==> src/rtl/dma_pkg.sv <==
// dma_pkg: shared state encoding, mode codes and descriptor widths for the descriptor scheduler
package dma_pkg;
  typedef enum logic [1:0] {IDLE = 2'd0, ISSUE = 2'd1, RUN = 2'd2, DONE = 2'd3} state_t;
  localparam logic MODE_MEM_TO_CPU = 1'b0;
  localparam logic MODE_CPU_TO_MEM = 1'b1;
  localparam int DEF_ADDR_W = 32;
  localparam int DEF_LEN_W = 32;
  function automatic int desc_w(input int addr_w, input int len_w);
    return addr_w + len_w + 1;
  endfunction
endpackage

==> src/rtl/dma_desc_fifo.sv <==
// dma_desc_fifo: first-word-fall-through descriptor FIFO with occupancy count
module dma_desc_fifo #(
  parameter int DEPTH = 4,
  parameter int W = 65
) (
  input  logic                     clk,
  input  logic                     resetn,
  input  logic                     push,
  input  logic                     pop,
  input  logic [W-1:0]             wdata,
  output logic [W-1:0]             rdata,
  output logic                     full,
  output logic                     empty,
  output logic [$clog2(DEPTH):0]   level
);
  localparam int AW = $clog2(DEPTH);
  logic [W-1:0] mem [DEPTH];
  logic [AW-1:0] wp, rp;
  logic do_push, do_pop;
  assign full = level == (AW+1)'(DEPTH);
  assign empty = level == '0;
  assign do_push = push & ~full;
  assign do_pop = pop & ~empty;
  assign rdata = mem[rp];
  // pointers wrap naturally at DEPTH; a push into a full FIFO is refused even when popping
  always_ff @(posedge clk) begin
    if (!resetn) begin
      wp <= '0;
      rp <= '0;
      level <= '0;
    end else begin
      wp <= wp + AW'(do_push);
      rp <= rp + AW'(do_pop);
      level <= level + (AW+1)'(do_push) - (AW+1)'(do_pop);
    end
  end
  // storage needs no reset; only entries below the level are ever read
  always_ff @(posedge clk) begin
    if (do_push) mem[wp] <= wdata;
  end
endmodule

==> src/rtl/dma_desc_scheduler.sv <==
// dma_desc_scheduler: queues CPU descriptors and issues them one at a time to the DMA address channel
module dma_desc_scheduler
  import dma_pkg::*;
#(
  parameter int DEPTH = 4,
  parameter int ADDR_W = DEF_ADDR_W,
  parameter int LEN_W = DEF_LEN_W
) (
  input  logic                     clk,
  input  logic                     resetn,
  input  logic                     desc_valid,
  output logic                     desc_enable,
  input  logic [ADDR_W-1:0]        desc_addr,
  input  logic [LEN_W-1:0]         desc_len,
  input  logic                     desc_mode,
  output logic                     dma_addr_valid,
  input  logic                     dma_addr_enable,
  output logic [ADDR_W-1:0]        dma_addr,
  output logic [LEN_W-1:0]         dma_len,
  output logic                     dma_mode,
  input  logic                     byte_done,
  output logic                     busy,
  output logic                     done_pulse,
  output logic [7:0]               done_count,
  output logic [$clog2(DEPTH):0]   fifo_level
);
  localparam int W = desc_w(ADDR_W, LEN_W);
  state_t state, state_n;
  logic [W-1:0] head;
  logic [ADDR_W-1:0] head_addr;
  logic [LEN_W-1:0] head_len;
  logic head_mode;
  logic [LEN_W-1:0] remaining;
  logic full, empty, pop;
  assign {head_addr, head_len, head_mode} = head;
  assign pop = state == IDLE && !empty;
  assign desc_enable = !full;
  assign dma_addr_valid = state == ISSUE;
  assign done_pulse = state == DONE;
  assign busy = state != IDLE || !empty;
  dma_desc_fifo #(.DEPTH(DEPTH), .W(W)) u_fifo (
    .clk    (clk),
    .resetn (resetn),
    .push   (desc_valid),
    .pop    (pop),
    .wdata  ({desc_addr, desc_len, desc_mode}),
    .rdata  (head),
    .full   (full),
    .empty  (empty),
    .level  (fifo_level)
  );
  // state register
  always_ff @(posedge clk) begin
    state <= !resetn ? IDLE : state_n;
  end
  // next state: zero-length descriptors skip the address phase and complete directly
  always_comb begin
    state_n = state;
    unique case (state)
      IDLE:  state_n = empty ? IDLE : (head_len != '0 ? ISSUE : DONE);
      ISSUE: state_n = dma_addr_enable ? RUN : ISSUE;
      RUN:   state_n = byte_done && remaining == LEN_W'(1) ? DONE : RUN;
      DONE:  state_n = IDLE;
    endcase
  end
  // active descriptor, byte countdown and completion counter
  always_ff @(posedge clk) begin
    if (!resetn) begin
      dma_addr <= '0;
      dma_len <= '0;
      dma_mode <= MODE_MEM_TO_CPU;
      remaining <= '0;
      done_count <= '0;
    end else begin
      if (pop) begin
        dma_addr <= head_addr;
        dma_len <= head_len;
        dma_mode <= head_mode;
      end
      if (state == ISSUE && dma_addr_enable) remaining <= dma_len;
      else if (state == RUN && byte_done) remaining <= remaining - LEN_W'(1);
      if (state_n == DONE) done_count <= done_count + 8'd1;
    end
  end
endmodule
==> config.mk <==
export PLATFORM = sky130hd
export DESIGN_NAME = dma_desc_scheduler
export DESIGN_NICKNAME = d
export VERILOG_FILES = /design/src/rtl/dma_pkg.sv /design/src/rtl/dma_desc_fifo.sv /design/src/rtl/dma_desc_scheduler.sv
export SDC_FILE = /design/constraint.sdc
export NUM_CORES = 1
export LEC_CHECK = 0
export CELL_PAD_IN_SITES_DETAIL_PLACEMENT = 1
export CELL_PAD_IN_SITES_GLOBAL_PLACEMENT = 2
export CORE_UTILIZATION = 42
export CTS_BUF_LIST = sky130_fd_sc_hd__clkbuf_8
export DETAILED_ROUTE_END_ITERATION = 16
export PLACE_DENSITY = 0.93
export RECOVER_POWER = 100
export SYNTH_ARGS = -nofsm -noshare
export SYNTH_HDL_FRONTEND = slang
export SYNTH_HIERARCHICAL = 1
export SYNTH_SLANG_ARGS = --single-unit
export TNS_END_PERCENT = 100
==> constraint.sdc <==
create_clock -name clk -period 7.39 [get_ports clk]
set_clock_uncertainty 0.05 [all_clocks]
set_input_delay 0.739 -clock clk [delete_from_list [all_inputs] [get_ports clk]]
set_output_delay 0.739 -clock clk [all_outputs]
set_load 0.02 [all_outputs]
Word level (Yosys, flattened, before mapping)
Memory sizes are Yosys's and may differ from the RTL's. A register that Yosys moved wholly into a read port is not among the register bits.
Cells that the tools add are included.
Widths: inputs -> output; s select.
- register bits: 114
- bits in writable memories: 260
- input port bits: 70
- output and inout bits: 80
- memories kept: 1
- memory list (name ; words ; width ; read ports ; clocked after memory_dff ; write ports ; RTL line ; RTL):
    u_fifo.mem ; 4 ; 65 ; 1 ; 1 ; 1 ; dma_desc_fifo.sv:17 ; logic [W-1:0] mem [DEPTH];
- $add $sub $neg: 6
- equal/unequal tests: 6
- muxes and demuxes: 10
- bitwise operators: 4
- reductions and logical operators: 12
- operators with widths (kind ; count):
    $mux 32 ; 2
    $eq 32x1->1 const B ; 1
    $reduce_bool 32->1 ; 1
    $sub 32x1->32 const B ; 1
    $add 8x1->8 const B ; 1
    $mux 2 ; 4
    $pmux 2 s4 ; 1
    $eq 2x2->1 const B ; 3
    $add 2x1->2 ; 2
    $logic_and 1x1->1 ; 4
    $reduce_bool 2->1 ; 2
    $add 3x1->3 ; 1
    $eq 3x3->1 const B ; 1
    $logic_not 3->1 ; 1
    $mux 1 ; 3
    $sub 3x1->3 ; 1
    $and 1x1->1 ; 2
    $eq 2x1->1 const B ; 1
    $logic_not 1->1 ; 2
    $logic_not 2->1 ; 1
    $not 1->1 ; 2
    $logic_or 1x1->1 ; 1

Longest topological paths before layout
Gate-level depths: netlist (run 1).
- depth after elaboration: 6
- depth in mapped cells: 11

Hierarchy
The synthesis (run 1) kept the hierarchy.
- by module, submodules not included (module ; instances ; cells an instance ; area each (um^2)):
    dma_desc_fifo ; 1 ; 375 ; 9784.4
    dma_desc_scheduler ; 1 ; 589 ; 4595.7

Least setup slack after synthesis (run 1)
No wires, ideal clock.
- path kind: in2reg
- from: input desc_valid
- to: memory u_fifo.mem[1][0], enable pin
- arrival: 5660 ps
- slack: 1099 ps
- cell stages on the path: 2
- path buffers: 0
- cells stage by stage: nand2b_1 -> nor3b_1
- cells in the longest elaborated chain, start to end: 3
- ends and longest elaborated chain (what ; RTL line ; RTL):
    start, declared ; dma_desc_scheduler.sv:11 ; input logic desc_valid,
    $and 1x1->1 ; dma_desc_fifo.sv:22 ; assign do_push = push & ~full;
    $mux 1 ; dma_desc_fifo.sv:39 ; if (do_push) mem[wp] <= wdata;
    $mux 1 (not written as such) ; dma_desc_fifo.sv:39 ;
    end, declared ; dma_desc_fifo.sv:17 ;
Every way passes these cells.

Worst setup path in the final report (run 1)
- from: register u_fifo.level[2]
- to: register u_fifo.level[2]
- cells in the longest elaborated chain, start to end: 5
- elaborated cells on any way between the ends: 10
- classes of those cells: add/sub (2); eq/ne (1); bitwise (4); reduce/logical (3)
- ends and longest elaborated chain (what ; RTL line ; RTL):
    start, declared ; dma_desc_fifo.sv:14 ; output logic [$clog2(DEPTH):0] level
    start signal, assigned ; dma_desc_fifo.sv:34 ; level <= level + (AW+1)'(do_push) - (AW+1)'(do_pop);
    $logic_not 3->1 (*) ; dma_desc_fifo.sv:21 ; assign empty = level == '0;
    via empty ; dma_desc_scheduler.sv:34 ; logic full, empty, pop;
    $logic_not 1->1 ; dma_desc_scheduler.sv:36 ; assign pop = state == IDLE && !empty;
    $logic_and 1x1->1 ; dma_desc_scheduler.sv:36 ;
    $and 1x1->1 (*) ; dma_desc_fifo.sv:23 ; assign do_pop = pop & ~empty;
    $sub 3x1->3 (*) ; dma_desc_fifo.sv:34 ;
The timed path passes the listed nets; every way through them passes the cells marked *.
A chain may end at the register's enable or synchronous reset.

==> results of run 1 <==
==> per-layer routing <==
| layer | vias to the layer above | wire length [um] | share of wire (%) | global-route usage [%] |
|---|---|---|---|---|
| met5 | - | 41 | 0.12 | 0 |
| met4 | 6 | 459 | 1.3 | 5.49 |
| met3 | 50 | 1950 | 5.5 | 4.26 |
| met2 | 249 | 17400 | 49 | 33.7 |
| met1 | 4523 | 15400 | 44 | 26.8 |
| li1 | 4050 | - | - | - |
==> cell families (layout without fill, tap and decap cells) <==
group | count (synthesis) | count (layout) | share of synthesized area, %
DFF | 374 | 374 | 70.2
and+or+nand+nor | 279 | 279 | 9.13
xor gates and xnor gates | 6 | 6 | 0.365
AOI/OAI and AO/OA | 167 | 167 | 7.14
muxes | 66 | 66 | 10.3
other | 0 | 8 | 0
buffers and inverters | 66 | 278 | 2.37
adders and majority gates | 6 | 6 | 0.574
==> sequential cells by signal, summed over array words and instances, names as in the netlist <==
| register | flops |
|---|---|
| dma_mode | 1 |
| remaining | 32 |
| dma_len | 32 |
| u_fifo/rp | 2 |
| done_count | 8 |
| u_fifo/level | 3 |
| dma_addr | 32 |
| u_fifo/wp | 2 |
| u_fifo/mem | 260 |
| state | 2 |
==> synthesized netlist by cell type (all sizes together), types with 4 or more instances <==
cell type / n
nor4: 12
o31ai: 10
nand4: 4
nor3: 12
edfxtp: 260
a21oi: 94
a221oi: 4
o211ai: 4
dfxtp: 114
xnor2: 5
ha: 5
a22oi: 6
nor2: 29
nand2: 157
and2: 10
o21a: 4
a31oi: 9
nor3b: 5
mux4: 65
nand3: 13
or3: 10
inv: 10
clkbuf: 39
or4: 10
o311ai: 6
o21ai: 13
buf: 17
==> worst register-to-register path, stage by stage (launching register included) <==
cell and delay (ns):
dfxtp_1 0.44, nor3_1 0.15, or3_2 0.45, inv_1 0.42, clkbuf_1 1.95, o31ai_1 0.52, xnor2_1 0.28, ha_1 0.21
fa_1 0.37, xnor2_1 0.15, xnor2_1 0.14, and2_1 0.15
==> layout make-up <==
cell class	count	area, um2
multi-input cells	524	3920
inverters	10	38.8
diodes	8	20.0
repair buffers	161	1560
fillers	3303	16300
clock inverters	43	279
well taps	448	561
clock buffers	64	881
flip-flops and latches	374	10100
==> layout by cell type (no fill, tap or decap), types with 8 or more instances in the layout <==
| cell | netlist | final |
|---|---|---|
| clkinv_1 | 0 | 9 |
| o21ai_0 | 13 | 13 |
| a21oi_1 | 94 | 94 |
| clkbuf_8 | 0 | 64 |
| o31ai_1 | 9 | 10 |
| clkinv_2 | 0 | 8 |
| nor2_1 | 29 | 29 |
| a31oi_1 | 9 | 9 |
| inv_1 | 8 | 29 |
| dlygate4sd3_1 | 0 | 146 |
| and2_1 | 10 | 9 |
| nand2_1 | 157 | 157 |
| or4_1 | 10 | 10 |
| or3_1 | 10 | 9 |
| dfxtp_1 | 114 | 112 |
| edfxtp_1 | 260 | 260 |
| nor3_1 | 12 | 12 |
| diode_2 | 0 | 8 |
| nand3_1 | 12 | 13 |
| mux4_2 | 65 | 65 |
| nor4_1 | 11 | 12 |
==> per-stage QoR <==
stage	cells	util, %	hold slack, ns	cell area (um2)
detailed placement	1517	48.3	0.401	16200
global route	1629	51.6	0.418	17300
global placement	1517	48.3	0.395	16200
CTS	1624	51.8	0.411	17400
floorplan	964	-	0.395	14400
finish	1632	51.6	0.403	17300
==> worst paths after layout <==
kind | from | to | slack [ns] | depth (start not counted)
min reg2reg | dma_addr[6] | dma_addr[6] | 0.40 | 2
max reg2reg | u_fifo/level[2] | u_fifo/level[2] | 2.01 | 11
max | u_fifo/level[2] | u_fifo/level[2] | 2.01 | 11
min | dma_addr[6] | dma_addr[6] | 0.40 | 2
==> report_power, final <==
part	internal (mW)	switching, mW	leakage [nW]
sequential	2.62	0.262	3.31
combinational	0.769	1.17	1.95
clock	0.905	0.797	0.669
total	4.29	2.23	5.94
==> impl_metrics.ini, run 1 <==
[run_status]
status = finished, violations left
violations = max-capacitance violations, max-slew violations

[global_routing]
grt_start_max_net_pins = 76
grt_pass1_wl_um = 54400
grt_pass1_vias = 9349
grtUsageTotal_pct = 20.2
antenna_found_initial = 14
grt_remaining_overflow = 0

[yosys]
syn_nets = 1040
ys_warn_count = 6
ys_types = 60
synth_area_mm2 = 0.0144
async_reset_ff_share_pct = 0
synth_top_area_share_pct = 54.3
synth_area_leaders = edfxtp_1 (54%), dfxtp_1 (16%), mux4_2 (10%)
syn-mean-instance-area_um2 = 14.9
yosysSeqAreaShare_pct = 70.2
synth_edf_count = 260
ys_seq_elements = 374
synthCells = 964
ys.flop_type = edfxtp_1
synth_area_leader_cell = edfxtp_1

[power_and_ir_drop]
p_leak_nw = 5.94
total_power_mw = 6.52
power.density_mw_per_mm2 = 376
peakVddDrop_v = 0.000256

[routing]
detail-route-antenna-nets = 0
routed_wl_um = 35200
drt_iter0_drc = 556
firstDrtPassIters = 5
wl_per_cell_um = 21.6
vias = 8878
drc_errors = 0
viasPerCell = 5.44

[floorplan]
die_x_um = 187
initial_core_util_pct = 42.8
dieHeight_um = 187
boundaryPins = 150
core_area_mm2 = 0.0336
rows = 67
dieArea_mm2 = 0.0350

[sta]
fin_ws_ns = 2.01
finalSetupViolCount = 0
maxSlewHeadroom_pct = -186
fin_setup_tns_ns = 0
clock.fmax_ghz = 0.186
worstMarginPinSlew_ns = 4.28
min_period_ns = 5.38
rsz0062_at_grt = false
hold_viol_final = 0
post-route-period-util_pct = 72.9
slew_violations = 405

[setup_path]
cp-start-kind = flip-flop
crit_family = buffers and inverters
required_ns = 7.84
worstPathMaxFanout = 53
path_buf_inv = 2
slowest_stage = clkbuf_1
crit_chain = nor3_1 -> or3_2 -> inv_1 -> clkbuf_1 -> o31ai_1 -> xnor2_1 -> ha_1 -> fa_1 -> xnor2_1 -> xnor2_1 -> and2_1
crit_type = flip-flop to flip-flop
critPathMaxStageDelay_ns = 1.94
cpMostUsedCell = xnor2_1
endpoint_kind = flip-flop
cp.arrival_ns = 5.83

[clocking]
clock_latency_ns = 0.60
cts_resized = 0
cts-buffers-inserted = 57
cts.sinks = 374
post_cts_buffers = 0
cts-root-buf = clkbuf_8
cts_tree = built
cts_buffer_depth = 3
postCtsHoldBufs = 0
htreeDepth = 2
path_clk_slew_ns = 0.07

[layout]
area_delta_synth_final_pct = 20.6
drive_gt1_share_pct = 13.3
nets = 1204

[place]
place.gp.congestion = 0.800
dp_hpwl_um = 22600
io_buffers = 149
dp_slack_ns = 3.23

[worst_hold_path]
hold_path.class = flip-flop to flip-flop

[run]
drv_cap = 7
Power figures use the tool's default switching activity.
==> run 2: changes to the inputs <==
--- a/config.mk
+++ b/config.mk
@@ -7,10 +7,10 @@
 export LEC_CHECK = 0
 export CELL_PAD_IN_SITES_DETAIL_PLACEMENT = 1
 export CELL_PAD_IN_SITES_GLOBAL_PLACEMENT = 2
-export CORE_UTILIZATION = 42
+export CORE_UTILIZATION = 38
 export CTS_BUF_LIST = sky130_fd_sc_hd__clkbuf_8
 export DETAILED_ROUTE_END_ITERATION = 16
-export PLACE_DENSITY = 0.93
+export PLACE_DENSITY = 0.89
 export RECOVER_POWER = 100
 export SYNTH_ARGS = -nofsm -noshare
 export SYNTH_HDL_FRONTEND = slang
==> constraint.sdc (replaced) <==
create_clock -name clk -period 4.8 [get_ports clk]
set_clock_uncertainty 0.05 [all_clocks]
set_input_delay 0.48 -clock clk [delete_from_list [all_inputs] [get_ports clk]]
set_output_delay 0.48 -clock clk [all_outputs]
set_load 0.02 [all_outputs]
==> run 2 against run 1 <==
Effect of this change:
- the flow still finishes with violations (max-capacitance violations, max-slew violations)
- flip-flop and latch count unchanged
- first-iteration DRC count fell by 16%
- critical path depth decreased by 7
- combinational power rose by 53%
- sequential share of layout area is 0.29 points lower
- non-clock buffer count grew 3
- core utilization shrank 4.4 points
- wire length increased by 2.9%
- cell area rose by 0.53%
- global-route usage is 1.1 points lower
- critical endpoint is now u_fifo/mem[1][25]
- highest routed layer unchanged
==> impl_metrics.ini, run 2 (synthesized netlist as in run 1, its figures left out) <==
[run_status]
status = finished, violations left
violations = max-capacitance violations, max-slew violations

[floorplan]
rows = 70
die_x_um = 197
boundaryPins = 150
dieHeight_um = 197
core_area_mm2 = 0.0370
initial_core_util_pct = 38.9
dieArea_mm2 = 0.0386

[layout]
multi_input_area_mm2 = 0.00393
largest_register = u_fifo/mem
drive_gt1_share_pct = 13.4
area_delta_synth_final_pct = 21.2
layout_common_cells = edfxtp_1 (260), nand2_1 (157), dlygate4sd3_1 (146)
largest_reg_flops = 260
layoutNonFillerInstCount = 1695
nets = 1210
final_common_cell = edfxtp_1
fillCellCount = 3741
register_area_mm2 = 0.0101
final_design_area_no_fill_mm2 = 0.0174

[global_routing]
grt_start_max_net_pins = 68
met1_usage_pct = 24.5
grt.busiest_layer = met2
grt_pass1_wl_um = 56100
grt_remaining_overflow = 0
grt_pass1_vias = 9511
grtUsageTotal_pct = 19.1
grtUsageMet3_pct = 4.09
grt_use_met2_pct = 32.6
antenna_found_initial = 10

[power_and_ir_drop]
peakVddDrop_v = 0.000400
p_sw_share_pct = 34.8
p_clk_share_pct = 25.9
total_power_mw = 10.0
power.density_mw_per_mm2 = 575
seq_power_share_pct = 44.6
p_leak_nw = 5.97
p_int_mw = 6.53
p_switching_mw = 3.49
combPwrFrac_pct = 29.6

[routing]
viasPerCell = 5.27
routed_wl_um = 36200
drt_iter0_drc = 468
detail-route-antenna-nets = 0
drc_errors = 0
firstDrtPassIters = 4
vias = 8933
wl_per_cell_um = 21.4

[sta]
clock.fmax_ghz = 0.254
hold_viol_final = 0
min_period_ns = 3.94
slew_violations = 330
post-route-period-util_pct = 82.2
maxSlewHeadroom_pct = -107
rsz0062_at_grt = false
whs_ns = 0.405
fin_ws_ns = 0.857
finalSetupViolCount = 0
worstMarginPinSlew_ns = 3.11

[setup_path]
crit_chain = nor3b_1 -> nand2b_1 -> nor3b_1 -> clkbuf_1
slowest_stage = clkbuf_1
critPathMaxStageDelay_ns = 2.22
crit_type = flip-flop to flip-flop
endpoint_kind = flip-flop
path_buf_inv = 1
worstPathMaxFanout = 45
crit_family = buffers and inverters
cp.arrival_ns = 4.04
cp-start-kind = flip-flop
cpMostUsedCell = nor3b_1
required_ns = 4.90

[clocking]
post_cts_buffers = 0
htreeDepth = 2
cts_buffer_depth = 3
clock_latency_ns = 0.64
path_clk_slew_ns = 0.06
cts-root-buf = clkbuf_8
postCtsHoldBufs = 0
cts_resized = 0
cts.sinks = 374
cts-buffers-inserted = 60
cts_tree = built

[place]
dp_slack_ns = 1.31
place.gp.congestion = 0.812
dp_hpwl_um = 23300
place_area_mm2 = 0.0163
dp_cells = 1576
io_buffers = 149

[run]
drv_cap = 7

[worst_hold_path]
hold_path.class = flip-flop to flip-flop
run 2: path summary, 6_finish.rpt:
path	start	slack [ns]	cells past startpoint	to
worst min-delay path	dma_mode	0.41	2	dma_mode
worst max-delay path	u_fifo/level[2]	0.86	4	u_fifo/mem[1][25]
worst min register to register	dma_mode	0.41	2	dma_mode
worst max register to register	u_fifo/level[2]	0.86	4	u_fifo/mem[1][25]
run 2: power groups by stage:
stage                     Combinational (mW)  Sequential, mW  Clock (mW)
after global placement                  3.05            4.50           0
after detailed placement                3.12            4.53           0
after CTS                               3.13            4.47        2.67
after floorplan                         1.87            4.58           0
after global routing                    3.23            4.54        2.79
final                                   2.96            4.47        2.59
run 2: area by class of cell:
cell class,count,area share [%]
Multi-Input combinational cell,524,22.5
Sequential cell,374,57.9
Timing Repair Buffer,164,9.06
Tap cell,504,3.62
Clock inverter,51,1.61
Antenna cell,5,0.0718
Inverter,10,0.222
Clock buffer,63,4.97
run 2: worst reg2reg max path: cells and delay by family (launching register included):
| family | cells | cell delay (ns) |
|---|---|---|
| buffers and inverters | 1 | 2.22 |
| DFF | 1 | 0.36 |
| and+or+nand+nor | 3 | 0.80 |
run 2: metrics by stage:
stage,setup TNS [ns],utilization [%]
after floorplan,-258.59,-
after global placement,0,44.2
after detailed placement,0,44.2
after CTS,0,47.3
after global routing,0,47.1
final,0,47.2
run 2: layer usage:
| metal | up-vias | part of all wire, % |
|---|---|---|
| met2 | 260 | 49 |
| met3 | 78 | 5.8 |
| li1 | 4059 | - |
| met4 | 8 | 2.5 |
| met5 | - | 0.17 |
| met1 | 4528 | 42 |
